--- src/rtl/mesh_terminal_port_if.sv ---
// -----------------------------------------------------------------------------
// mesh_terminal_port_if
//
// Purpose: bundles the two handshakes of a mesh terminal endpoint. The mesh
// side (pndng/data_out/pop for traffic leaving the mesh, pndng_i_in/
// data_out_i_in/popin for traffic entering it) and the local side
// (tx_* for packets to send, rx_* for packets received).
//
// Modports:
//   master - the terminal endpoint (mesh_terminal_port).
//            inputs : pndng, data_out, popin, tx_data, tx_valid, rx_ready
//            outputs: pop, pndng_i_in, data_out_i_in, tx_ready, rx_data,
//                     rx_valid
//   slave  - the environment around the endpoint (mesh port plus local
//            producer/consumer); directions mirrored.
//
// Parameters:
//   pckg_sz - packet width in bits.
// -----------------------------------------------------------------------------
interface mesh_terminal_port_if #(
    parameter int pckg_sz = 40
) ();

    // Mesh -> terminal
    logic               pndng;
    logic [pckg_sz-1:0] data_out;
    logic               pop;

    // Terminal -> mesh
    logic               pndng_i_in;
    logic [pckg_sz-1:0] data_out_i_in;
    logic               popin;

    // Local producer
    logic [pckg_sz-1:0] tx_data;
    logic               tx_valid;
    logic               tx_ready;

    // Local consumer
    logic [pckg_sz-1:0] rx_data;
    logic               rx_valid;
    logic               rx_ready;

    modport master (
        input  pndng,
        input  data_out,
        input  popin,
        input  tx_data,
        input  tx_valid,
        input  rx_ready,
        output pop,
        output pndng_i_in,
        output data_out_i_in,
        output tx_ready,
        output rx_data,
        output rx_valid
    );

    modport slave (
        output pndng,
        output data_out,
        output popin,
        output tx_data,
        output tx_valid,
        output rx_ready,
        input  pop,
        input  pndng_i_in,
        input  data_out_i_in,
        input  tx_ready,
        input  rx_data,
        input  rx_valid
    );

endinterface

--- src/rtl/mesh_terminal_port.sv ---
// -----------------------------------------------------------------------------
// mesh_terminal_port
//
// Purpose: endpoint for one terminal port of the mesh. Local packets are
// queued in a first-word-fall-through TX FIFO and offered to the mesh;
// packets leaving the mesh are pulled by a three-state RX FSM
// (IDLE -> POP -> GUARD) into a first-word-fall-through RX FIFO.
//
// Ports:
//   clk       in   clock
//   reset     in   synchronous, active-high reset
//   bus       mesh_terminal_port_if.master
//                  mesh side : pndng, data_out, pop, pndng_i_in,
//                              data_out_i_in, popin
//                  local side: tx_data, tx_valid, tx_ready,
//                              rx_data, rx_valid, rx_ready
//   tx_cnt    out  words popped by the mesh (saturating)
//   rx_cnt    out  words written to the RX buffer (saturating)
//   drop_cnt  out  received words discarded by the ID filter (saturating)
//
// Packet fields: [pckg_sz-1 -: 8] next-jump, [pckg_sz-9 -: 4] target row,
// [pckg_sz-13 -: 4] target column, [pckg_sz-17] mode, low bits payload.
//
// Build option: define TERM_ID_CHECK_EN to accept only words addressed to
// (id_row, id_column) or to the broadcast address (F, F). Without it every
// captured word is accepted and drop_cnt is tied to zero.
// -----------------------------------------------------------------------------
module mesh_terminal_port #(
    parameter int pckg_sz    = 40,
    parameter int fifo_depth = 4,
    parameter int id_row     = 0,
    parameter int id_column  = 0,
    parameter int cnt_w      = 16
) (
    input  logic                    clk,
    input  logic                    reset,
    mesh_terminal_port_if.master    bus,
    output logic [cnt_w-1:0]        tx_cnt,
    output logic [cnt_w-1:0]        rx_cnt,
    output logic [cnt_w-1:0]        drop_cnt
);

    localparam int              ptr_w    = $clog2(fifo_depth);
    localparam logic [ptr_w:0]  occ_full = (ptr_w + 1)'(fifo_depth);
    localparam logic [3:0]      my_row   = 4'(id_row);
    localparam logic [3:0]      my_col   = 4'(id_column);

    typedef enum logic [1:0] {
        RX_IDLE,
        RX_POP,
        RX_GUARD
    } rx_state_t;

    // -------------------------------------------------------------------------
    // TX FIFO
    // -------------------------------------------------------------------------
    logic [pckg_sz-1:0] tx_mem [fifo_depth];
    logic [ptr_w-1:0]   tx_wr_ptr;
    logic [ptr_w-1:0]   tx_rd_ptr;
    logic [ptr_w:0]     tx_occ;
    logic               tx_empty;
    logic               tx_full;
    logic               tx_push;
    logic               tx_pop;

    assign tx_empty = (tx_occ == '0);
    assign tx_full  = (tx_occ == occ_full);
    assign tx_push  = bus.tx_valid && !tx_full;
    assign tx_pop   = bus.popin && !tx_empty;

    assign bus.tx_ready      = !tx_full;
    assign bus.pndng_i_in    = !tx_empty;
    assign bus.data_out_i_in = tx_empty ? '0 : tx_mem[tx_rd_ptr];

    // Storage carries no reset; the pointers and occupancy define validity.
    always_ff @(posedge clk) begin
        if (!reset && tx_push) begin
            tx_mem[tx_wr_ptr] <= bus.tx_data;
        end
    end

    // Pointer/occupancy bookkeeping and the mesh-pop statistic.
    always_ff @(posedge clk) begin
        if (reset) begin
            tx_wr_ptr <= '0;
            tx_rd_ptr <= '0;
            tx_occ    <= '0;
            tx_cnt    <= '0;
        end else begin
            if (tx_push) begin
                tx_wr_ptr <= tx_wr_ptr + 1'b1;
            end
            if (tx_pop) begin
                tx_rd_ptr <= tx_rd_ptr + 1'b1;
                if (tx_cnt != '1) begin
                    tx_cnt <= tx_cnt + 1'b1;
                end
            end
            case ({tx_push, tx_pop})
                2'b10:   tx_occ <= tx_occ + 1'b1;
                2'b01:   tx_occ <= tx_occ - 1'b1;
                default: tx_occ <= tx_occ;
            endcase
        end
    end

    // -------------------------------------------------------------------------
    // RX FIFO status
    // -------------------------------------------------------------------------
    logic [pckg_sz-1:0] rx_mem [fifo_depth];
    logic [ptr_w-1:0]   rx_wr_ptr;
    logic [ptr_w-1:0]   rx_rd_ptr;
    logic [ptr_w:0]     rx_occ;
    logic               rx_empty;
    logic               rx_full;
    logic               rx_push;
    logic               rx_read;
    logic               rx_slot_free;

    assign rx_empty     = (rx_occ == '0);
    assign rx_full      = (rx_occ == occ_full);
    assign rx_read      = bus.rx_ready && !rx_empty;
    // A read in the same cycle frees a slot before the capture lands, which
    // happens two edges later at the earliest.
    assign rx_slot_free = !rx_full || rx_read;

    assign bus.rx_valid = !rx_empty;
    assign bus.rx_data  = rx_empty ? '0 : rx_mem[rx_rd_ptr];

    // -------------------------------------------------------------------------
    // RX FSM
    // -------------------------------------------------------------------------
    rx_state_t rx_state;
    rx_state_t rx_state_next;
    logic      pop_now;
    logic      rx_capture;

    // State register.
    always_ff @(posedge clk) begin
        if (reset) begin
            rx_state <= RX_IDLE;
        end else begin
            rx_state <= rx_state_next;
        end
    end

    // GUARD exists so that pndng, which the mesh may still be updating after
    // a pop, is never looked at in the cycle right after the pop.
    always_comb begin
        rx_state_next = rx_state;
        pop_now       = 1'b0;
        case (rx_state)
            RX_IDLE: begin
                if (bus.pndng && rx_slot_free) begin
                    rx_state_next = RX_POP;
                end
            end
            RX_POP: begin
                pop_now       = 1'b1;
                rx_state_next = RX_GUARD;
            end
            RX_GUARD: begin
                rx_state_next = RX_IDLE;
            end
            default: begin
                rx_state_next = RX_IDLE;
            end
        endcase
    end

    assign bus.pop    = pop_now;
    assign rx_capture = (rx_state == RX_POP);

    // -------------------------------------------------------------------------
    // Address filter
    // -------------------------------------------------------------------------
    logic [3:0] tgt_row;
    logic [3:0] tgt_col;
    logic       id_match;
    logic       rx_accept;

    assign tgt_row  = bus.data_out[pckg_sz-9 -: 4];
    assign tgt_col  = bus.data_out[pckg_sz-13 -: 4];
    assign id_match = ((tgt_row == my_row) && (tgt_col == my_col)) ||
                      ((tgt_row == 4'hF) && (tgt_col == 4'hF));

`ifdef TERM_ID_CHECK_EN
    logic rx_drop;

    assign rx_accept = id_match;
    assign rx_drop   = rx_capture && !id_match;

    // Rejected words are still popped so the mesh never stalls on them.
    always_ff @(posedge clk) begin
        if (reset) begin
            drop_cnt <= '0;
        end else if (rx_drop && (drop_cnt != '1)) begin
            drop_cnt <= drop_cnt + 1'b1;
        end
    end
`else
    logic unused_id_match;

    // The address comparison has no consumer when filtering is compiled out.
    assign unused_id_match = id_match;
    assign rx_accept       = 1'b1;
    assign drop_cnt        = '0;
`endif

    assign rx_push = rx_capture && rx_accept;

    // -------------------------------------------------------------------------
    // RX FIFO storage and bookkeeping
    // -------------------------------------------------------------------------

    // data_out is taken on the edge that ends the POP cycle.
    always_ff @(posedge clk) begin
        if (!reset && rx_push) begin
            rx_mem[rx_wr_ptr] <= bus.data_out;
        end
    end

    // Pointer/occupancy bookkeeping and the accepted-word statistic.
    always_ff @(posedge clk) begin
        if (reset) begin
            rx_wr_ptr <= '0;
            rx_rd_ptr <= '0;
            rx_occ    <= '0;
            rx_cnt    <= '0;
        end else begin
            if (rx_push) begin
                rx_wr_ptr <= rx_wr_ptr + 1'b1;
                if (rx_cnt != '1) begin
                    rx_cnt <= rx_cnt + 1'b1;
                end
            end
            if (rx_read) begin
                rx_rd_ptr <= rx_rd_ptr + 1'b1;
            end
            case ({rx_push, rx_read})
                2'b10:   rx_occ <= rx_occ + 1'b1;
                2'b01:   rx_occ <= rx_occ - 1'b1;
                default: rx_occ <= rx_occ;
            endcase
        end
    end

endmodule

--- src/flat_wrapper.sv ---
// flat-port wrapper written by rule: the top's interface ports become plain ports
module mesh_terminal_port_flat 
#(
    parameter int pckg_sz    = 40,
    parameter int fifo_depth = 4,
    parameter int id_row     = 0,
    parameter int id_column  = 0,
    parameter int cnt_w      = 16
)
  (clk, reset, tx_cnt, rx_cnt, drop_cnt, bus_pndng, bus_data_out, bus_popin, bus_tx_data, bus_tx_valid, bus_rx_ready, bus_pop, bus_pndng_i_in, bus_data_out_i_in, bus_tx_ready, bus_rx_data, bus_rx_valid);
  mesh_terminal_port_if #(.pckg_sz(pckg_sz)) bus_i ();
  input  logic clk;
  input  logic reset;
  output logic [cnt_w-1:0] tx_cnt;
  output logic [cnt_w-1:0] rx_cnt;
  output logic [cnt_w-1:0] drop_cnt;
  input wire logic [$bits(bus_i.pndng)-1:0] bus_pndng;
  input wire logic [$bits(bus_i.data_out)-1:0] bus_data_out;
  input wire logic [$bits(bus_i.popin)-1:0] bus_popin;
  input wire logic [$bits(bus_i.tx_data)-1:0] bus_tx_data;
  input wire logic [$bits(bus_i.tx_valid)-1:0] bus_tx_valid;
  input wire logic [$bits(bus_i.rx_ready)-1:0] bus_rx_ready;
  output wire logic [$bits(bus_i.pop)-1:0] bus_pop;
  output wire logic [$bits(bus_i.pndng_i_in)-1:0] bus_pndng_i_in;
  output wire logic [$bits(bus_i.data_out_i_in)-1:0] bus_data_out_i_in;
  output wire logic [$bits(bus_i.tx_ready)-1:0] bus_tx_ready;
  output wire logic [$bits(bus_i.rx_data)-1:0] bus_rx_data;
  output wire logic [$bits(bus_i.rx_valid)-1:0] bus_rx_valid;
  assign bus_i.pndng = bus_pndng;
  assign bus_i.data_out = bus_data_out;
  assign bus_i.popin = bus_popin;
  assign bus_i.tx_data = bus_tx_data;
  assign bus_i.tx_valid = bus_tx_valid;
  assign bus_i.rx_ready = bus_rx_ready;
  assign bus_pop = bus_i.pop;
  assign bus_pndng_i_in = bus_i.pndng_i_in;
  assign bus_data_out_i_in = bus_i.data_out_i_in;
  assign bus_tx_ready = bus_i.tx_ready;
  assign bus_rx_data = bus_i.rx_data;
  assign bus_rx_valid = bus_i.rx_valid;
  mesh_terminal_port #(.pckg_sz(pckg_sz), .fifo_depth(fifo_depth), .id_row(id_row), .id_column(id_column), .cnt_w(cnt_w)) u_core (.clk(clk), .reset(reset), .bus(bus_i), .tx_cnt(tx_cnt), .rx_cnt(rx_cnt), .drop_cnt(drop_cnt));
endmodule
--- config.mk ---
export PLATFORM = sky130hd
export DESIGN_NAME = mesh_terminal_port_flat
export DESIGN_NICKNAME = d
export VERILOG_FILES = /design/src/rtl/mesh_terminal_port_if.sv /design/src/rtl/mesh_terminal_port.sv /design/src/flat_wrapper.sv
export SDC_FILE = /design/constraint.sdc
export NUM_CORES = 1
export LEC_CHECK = 0
export ABC_AREA = 1
export BUFFER_PORTS_ARGS = -buffer_cell sky130_fd_sc_hd__buf_2
export CAP_MARGIN = 20
export CORE_UTILIZATION = 54
export CTS_BUF_LIST = sky130_fd_sc_hd__clkbuf_2 sky130_fd_sc_hd__clkbuf_4 sky130_fd_sc_hd__clkbuf_8
export DETAILED_ROUTE_END_ITERATION = 7
export HOLD_SLACK_MARGIN = 0.03
export PLACE_DENSITY = 0.79
export REMOVE_ABC_BUFFERS = 1
export SLEW_MARGIN = 30
export SYNTH_ARGS = -nofsm -noshare
export SYNTH_HDL_FRONTEND = slang
export SYNTH_SLANG_ARGS = --single-unit
export TNS_END_PERCENT = 10
--- constraint.sdc ---
create_clock -name clk -period 3.3 [get_ports clk]
set_clock_uncertainty 0.05 [all_clocks]
set_input_delay 0.66 -clock clk [delete_from_list [all_inputs] [get_ports clk]]
set_output_delay 0.66 -clock clk [all_outputs]
set_load 0.03 [all_outputs]
; ---- Word level (Yosys, flattened, before mapping)
; Memories as Yosys holds them, arrays and structs flattened. A register that Yosys moved wholly into a read port is not among the register bits.
; Index checks and enable logic that the tools add are counted.
[word_totals]
mem_bits_rw = 320
latchBits = 0
output_inout_bits = 132
in_bits = 86
rom_bits = 0
regBits = 48
word_cells = 65
memories = 2
[mem_list]
columns = name, words, word_bits, rd, rd_clocked_by_memory_dff, wr, line
row1 = u_core.rx_mem, 4, 40, 1, 1, 1, mesh_terminal_port.sv:110  ; logic [pckg_sz-1:0] rx_mem [fifo_depth];
row2 = u_core.tx_mem, 4, 40, 1, 1, 1, mesh_terminal_port.sv:57  ; logic [pckg_sz-1:0] tx_mem [fifo_depth];
[classes]
div_mod_pow = 0
shift = 0
n_addsub = 10
multipliers = 0
magnitude_cmp = 0
eq_ne = 10
n_bitwise = 0
n_mux = 15
reduce_logical = 19
[ops]
columns = operator, count
row1 = 2-to-1 mux 40 bit, 2
row2 = "adder 16 x 1 -> 16 bit, second input constant", 2
row3 = "inequality test 16 bit, second input constant", 2
row4 = case mux 3 bit (2 select lines), 2
row5 = 2-to-1 mux 2 bit, 5
row6 = "adder 2 x 1 -> 2 bit, second input constant", 4
row7 = "adder 3 x 1 -> 3 bit, second input constant", 2
row8 = "== test 2 x 1 -> 1 bit, second input constant", 3
row9 = "== test 3 bit, second input constant", 2
row10 = logical AND 1 bit, 6
row11 = zero test 3 bit, 2
row12 = "subtractor 3 x 1 -> 3 bit, second input constant", 2
row13 = zero test 1 bit, 5
row14 = 2-to-1 mux 1 bit, 5
row15 = "== test 2 bit, second input constant", 2
row16 = case mux 2 bit (2 select lines), 1
row17 = AND reduction 2 bit, 2
row18 = nonzero test 2 bit, 2
row19 = zero test 2 bit, 1
row20 = "inequality test 2 x 1 -> 1 bit, second input constant", 1
row21 = logical OR 1 bit, 1

; ---- Depth between registers and ports, before layout
; Gate-level depths: netlist (run 1).
[depth]
word_depth = 7
depth_mapped = 10
mapped_depth_nobuf = 10

; ---- Worst setup path after synthesis (run 1)
; No wires, ideal clock.
[synth_path]
kind = input port to flip-flop
startpoint = input port reset
endpoint = memory u_core.tx_mem[0][0], enable pin
arrival_time_ps = 2638
setup_time_ps = 438
path_stages = 3
path_buffers = 0
setup_slack_ps = 174
required_time_ps = 2812
cell_sequence = clkinv_1 nand3_1 nor2_1
[synth_between]
elab_chain_len = 4
[synth_lines]
columns = element, line
row1 = from (decl), flat_wrapper.sv:13  ; input logic reset;
row2 = zero test 1 bit, mesh_terminal_port.sv:77  ; if (!reset && tx_push) begin
row3 = logical AND 1 bit, mesh_terminal_port.sv:77
row4 = 2-to-1 mux 1 bit, mesh_terminal_port.sv:77
row5 = 2-to-1 mux 1 bit (not written as such), mesh_terminal_port.sv:78  ; tx_mem[tx_wr_ptr] <= bus.tx_data;
row6 = to (decl), mesh_terminal_port.sv:57
; No other way between the ends.

==> metrics, run 1 <==
via count=10.6k; I/O pins=218; Buf+Inv Stages, Crit Path=2; maximum vdd drop=0.355 mV; I/O Buffers=201; largest net degree at the start of global routing=81; vias per cell=5.28; GRT Util Overall=23.1%; Achievable Freq=322 MHz; Synth Area in Adders=1.25%; YS warnings=0; largest family of logic cells by synthesized area=simple AND/OR/NAND/NOR gates; Final Hold Fails=0; Synth Area in Simple Gates=14.3%; critical path arrival=2.39 ns; HPWL after DPL=20,100 µm; Initial DRC Count=897; number of synthesized register bits=372; Slowest cell on crit path=dfxtp_2; Reg clk slew, reported paths=0.06 ns; post-synthesis mux area share=0%; row cnt=60; minimum clock period=3.10 ns; CTS H-tree depth=2; RSZ-0062 raised after global routing=no; synthesized area=0.0152 mm²; fin nets=1,697; Hold Path Sink=u_core.rx_mem[0][11]; Leak=0.00669 µW; Die Ht=170 µm; RR Startpoint=u_core.rx_state[1]; first-pass GRT wire length=52,200 µm; initial antenna violation count=4; most frequent CP cell=nor2_1; Largest delay share family, worst path=buffers and inverters; initial core utilization=55.7%; Pre-antenna DRT Iters=5; Rel. slew slack=44.2%; Pwr Density=709 mW/mm²; worst reg2reg endpoint=u_core.rx_mem[1][38]; CTS tree=built; Mapped Cells=1,383; non-filler instance count after layout=2,016; DR WL/cell=16.4 µm; R2R setup slack=1.14 ns; final worst path period share=94.0%; syn avg cell area=11.0 µm²; Most used DFF post-synth=edfxtp_1; most common cell after layout, fill and taps aside=nor2_1; status=finished, final reports clean; Inst Count DP=1,911; fraction of layout cells with a size suffix above 1=20.2%; core region area=0.0273 mm²; Worst Path Required=2.59 ns; Die ar.=0.0288 mm²; routability cong.=0.843; Final TNS setup=0 ns; Setup Crit Path Kind=flop to output port; final global-route overflow total=0; Compound-Gate Fraction of Synth Area=9.88%; hold path start=bus_data_out[11]; commonest non-fill, non-tap cells in the layout=nor2_1, edfxtp_1, buf_2; hold depth=1; Worst Hold Class=input port to flop; critical-path cell list=buf_4 > nor2_1 > nor2_1 > o21ai_0 > a21oi_1 > buf_2; Crit path largest cell delay=0.51 ns; Netlist cell types=30; Startpoint Class=flop; # fillers=2,061; CTS buffer count=56; Clock Tree Root=clkbuf_8; clk_lat worst skew=0.58 ns; Post-synth EDFFs=320; xor and xnor area share after synthesis=0.0577%; Die X=170 µm; Final Routed Wirelength=33,000 µm; final routed DRC violation total=0; vias in the first global route=10.5k; post-CTS resize count=0; R2R depth=6; worst slew pin tran=0.835 ns; asr flop ratio synth=0%; setup violators final=0; Post-CTS Hold Fix Bufs=0; setup bufs post-CTS=0; register area share after synthesis=70.2%; final slew viol count=0; Final Util=64.8%; Max-Cap Viols=0; Synth-to-Final Area Change=16.4%; Setup crit end kind=output port; clock sinks=372; CP Max Fanout=40; CTS Buffer Depth=3; Antenna Nets Post-Route=0
-- layer usage --
layer  wire length (µm)  global-route usage [%]  vias to the layer above
met4                876                    8.97                        2
li1                   -                       -                     5169
met3               2380                    5.13                       70
met5                  8                       0                        -
met2              16100                    38.6                      363
met1              13700                    29.4                     5033
-- kinds of logic (layout without fill, tap and decap cells) --
kind of cell | after synthesis | count (layout)
flip-flops | 372 | 372
buffers and inverters | 145 | 388
AND/OR/NAND/NOR | 552 | 552
AO/OA/AOI/OAI | 298 | 298
other | 1 | 19
XOR/XNOR | 1 | 1
adder cells (fa/ha/maj) | 14 | 14
-- through the flow --
stage	area, µm²	worst slack, ns	hold slack [ns]	total power (µW)
2_1_floorplan	14800	-0.341	0.348	7790
3_3_place_gp	16600	0.935	0.358	8950
3_5_place_dp	16600	0.807	0.375	9010
4_1_cts	17700	0.167	0.195	12600
5_1_grt	17700	0.0958	0.211	13100
6_report	17700	0.198	0.235	12500
-- registers in the layout (all words and copies together), names as in the netlist, 3 cells and up, named ones only --
signal / flops
u_core.tx_occ: 3
u_core.tx_cnt: 16
u_core.rx_mem: 160
u_core.tx_mem: 160
u_core.rx_occ: 3
u_core.rx_cnt: 16
-- worst register-to-register path: cells and delay by family (launching register included) --
family	cells	cell delay, ns
and+or+nand+nor	3	0.95
buffers and inverters	3	0.52
DFF	1	0.32
-- cells in the mapped netlist, types with 2 or more instances --
cell,number,area [µm²]
nand3b_1,2,15.0
nand2_1,95,357
buf_1,2,7.51
nor2_2,2,12.5
clkbuf_1,50,188
nor4_1,2,12.5
ha_1,12,150
fa_1,2,40.0
nand3_1,30,150
a21oi_1,120,601
buf_4,16,120
o21ai_0,147,736
o21ai_1,29,145
buf_6,4,45.0
nand4_1,6,37.5
buf_2,11,55.1
nor2_1,412,1550
edfxtp_1,320,9610
dfxtp_1,52,1040
inv_2,2,7.51
inv_1,58,218
-- final cells by class --
| type | instances | area (µm²) | area share, % |
|---|---|---|---|
| diodes | 3 | 7.51 | 0.0425 |
| clock buffers | 80 | 957 | 5.42 |
| clock inverters | 22 | 131 | 0.744 |
| inverters | 61 | 229 | 1.30 |
| multi-input cells | 881 | 3990 | 22.6 |
| flip-flops and latches | 372 | 10700 | 60.3 |
| well taps | 372 | 465 | 2.63 |
| repair buffers | 225 | 1240 | 7.00 |
-- power by group --
group	internal [µW]	switching [µW]	total (µW)
clock network	1950	1660	3610
registers	5300	102	5410
logic	884	2630	3520
total	8130	4400	12500
-- how the worst max path moves through the flow --
stage | from | end | slack, ns | depth (start not counted)
final | flop | bus_data_out_i_in[5] | 0.20 | 6
after global routing | flop | bus_data_out_i_in[11] | 0.1 | 6
after CTS | flop | bus_data_out_i_in[5] | 0.17 | 6
after detailed placement | flop | bus_data_out_i_in[5] | 0.81 | 6
after global placement | flop | bus_data_out_i_in[27] | 0.93 | 6
after floorplan | flop | bus_data_out_i_in[38] | -0.34 | 3
(Power assumes the default switching activity.)
==> run 2: changes to the inputs <==
--- a/config.mk
+++ b/config.mk
@@ -10,8 +10,10 @@
 export CAP_MARGIN = 20
 export CORE_UTILIZATION = 54
 export CTS_BUF_LIST = sky130_fd_sc_hd__clkbuf_2 sky130_fd_sc_hd__clkbuf_4 sky130_fd_sc_hd__clkbuf_8
+export CTS_CLUSTER_SIZE = 20
 export DETAILED_ROUTE_END_ITERATION = 7
 export HOLD_SLACK_MARGIN = 0.03
+export MAX_ROUTING_LAYER = met4
 export PLACE_DENSITY = 0.79
 export REMOVE_ABC_BUFFERS = 1
 export SLEW_MARGIN = 30
==> metrics, run 2 (synthesized netlist as in run 1, its figures left out) <==
sw frac=35.1% (about the same); Hold Path Sink=u_core.rx_mem[0][11]; register area=0.0107 mm² (unchanged); Reg power frac=43.1% (about the same); Largest regs=u_core.rx_mem (160), u_core.tx_mem (160); vias per cell=5.29 (+0.18%); RSZ-0062 raised after global routing=no; Comb power frac=28.0% (about the same); R2R depth=6 (unchanged); Rel. slew slack=44.8% (+0.59 points); I/O pins=218 (unchanged); Post-CTS Hold Fix Bufs=0 (unchanged); GRT Util Overall=23.8% (+0.73 points); final cell area excluding filler cells=0.0177 mm² (about the same); post-CTS resize count=0 (unchanged); # fillers=2,057 (-0.19%); worst slew pin tran=0.827 ns (-0.00879 ns); critical-path cell list=buf_4 > nor2_1 > nor2_1 > o21ai_0 > a21oi_1 > buf_2; hold depth=1 (unchanged); status=finished, final reports clean; first-pass GRT wire length=52,200 µm (about the same); Int Power=8130 µW (about the same); hold path start=bus_data_out[11]; final global-route overflow total=0 (unchanged); Leak=0.00669 µW (about the same); Die Ht=170 µm (unchanged); Synth-to-Final Area Change=16.5% (about the same); via count=10.7k (+0.28%); Buf+Inv Stages, Crit Path=2 (unchanged); CTS Buffer Depth=3 (unchanged); final setup margin=0.205 ns (+0.00727 ns); I/O Buffers=201 (unchanged); Largest delay share family, worst path=buffers and inverters; minimum clock period=3.09 ns (-0.00727 ns); core region area=0.0273 mm² (unchanged); Final TNS setup=0 ns (unchanged); CP Max Fanout=40 (unchanged); HPWL after DPL=20,100 µm (unchanged); clock sinks=372 (unchanged); CTS buffer count=56 (unchanged); Clk pwr share=28.9% (about the same); Worst Path Required=2.59 ns (about the same); overall power=12,500 µW (about the same); Final Routed Wirelength=33,000 µm (about the same); final routed DRC violation total=0 (unchanged); Die ar.=0.0288 mm² (unchanged); Achievable Freq=323 MHz (+0.23%); Crit path depth=6 (unchanged); CTS tree=built; Max-Cap Viols=0 (unchanged); Pre-antenna DRT Iters=5 (unchanged); DR WL/cell=16.3 µm (-0.17%); clk_lat worst skew=0.58 ns (about the same); RR Startpoint=u_core.rx_state[1]; Final Util=64.8% (about the same); row cnt=60 (unchanged); Final Hold Fails=0 (unchanged); Pwr Density=709 mW/mm² (about the same); maximum vdd drop=0.354 mV (-0.26%); Worst Hold Class=input port to flop; worst reg2reg endpoint=u_core.rx_mem[1][38]; final slew viol count=0 (unchanged); Setup crit end kind=output port; final worst path period share=93.8% (-0.22 points); Antenna Nets Post-Route=0 (unchanged); CTS H-tree depth=2 (unchanged); Reg clk slew, reported paths=0.06 ns (about the same); initial antenna violation count=4 (unchanged); Die X=170 µm (unchanged); Crit path largest cell delay=0.51 ns (about the same); Setup Crit Path Kind=flop to output port; most common cell after layout, fill and taps aside=nor2_1; setup bufs post-CTS=0 (unchanged); commonest non-fill, non-tap cells in the layout=nor2_1, edfxtp_1, buf_2; initial core utilization=55.7% (unchanged); fin nets=1,697 (unchanged); routability cong.=0.856 (+1.6%); Slowest cell on crit path=dfxtp_2; Clock Tree Root=clkbuf_8; fraction of layout cells with a size suffix above 1=20.2% (unchanged); P_sw=4400 µW (-0.10%); R2R setup slack=1.14 ns (about the same); largest net degree at the start of global routing=81 (unchanged); multi-input gate area in the final layout=0.00399 mm² (unchanged); vias in the first global route=10.5k (+0.19%); Initial DRC Count=943 (+5.1%); critical path arrival=2.38 ns (about the same); most frequent CP cell=nor2_1; Startpoint Class=flop; Placed Instance Area=0.0166 mm² (unchanged); setup violators final=0 (unchanged); dpl ws=0.807 ns (unchanged)
-- run 2: metrics by stage --
stage | cells | hold WS [ns]
after floorplan | 1314 | 0.348
after detailed placement | 1911 | 0.375
after CTS | 2013 | 0.195
final | 2018 | 0.234
after global routing | 2017 | 0.211
after global placement | 1911 | 0.358
-- run 2: area by class of cell --
class                           count  share of cell area [%]
Tap cell                          372                    2.63
Multi-Input combinational cell    881                    22.6
Clock buffer                       80                    5.42
Antenna cell                        5                  0.0708
Timing Repair Buffer              225                    7.00
Inverter                           61                    1.30
Sequential cell                   372                    60.3
Clock inverter                     22                   0.743
-- run 2: routing by layer --
layer,share of wire [%],vias up,global-route usage (%)
li1,-,5173,-
met1,42,5067,29.6
met2,49,360,38.7
met3,6.5,67,4.76
met4,2.5,0,8.97
met5,0,-,-
-- run 2: how the worst max path moves through the flow --
stage	from	endpoint	slack, ns
2_1_floorplan	flop	bus_data_out_i_in[38]	-0.34
3_3_place_gp	flop	bus_data_out_i_in[27]	0.93
3_5_place_dp	flop	bus_data_out_i_in[5]	0.81
4_1_cts	flop	bus_data_out_i_in[5]	0.17
5_1_grt	flop	bus_data_out_i_in[11]	0.09
6_report	flop	bus_data_out_i_in[5]	0.21
-- run 2: power by group through the flow --
stage	combinational [µW]	sequential [µW]	clock (µW)
after floorplan	2160	5620	0
after global placement	3460	5490	0
after detailed placement	3510	5500	0
after CTS	3520	5410	3690
after global routing	3810	5420	3870
final	3510	5410	3620
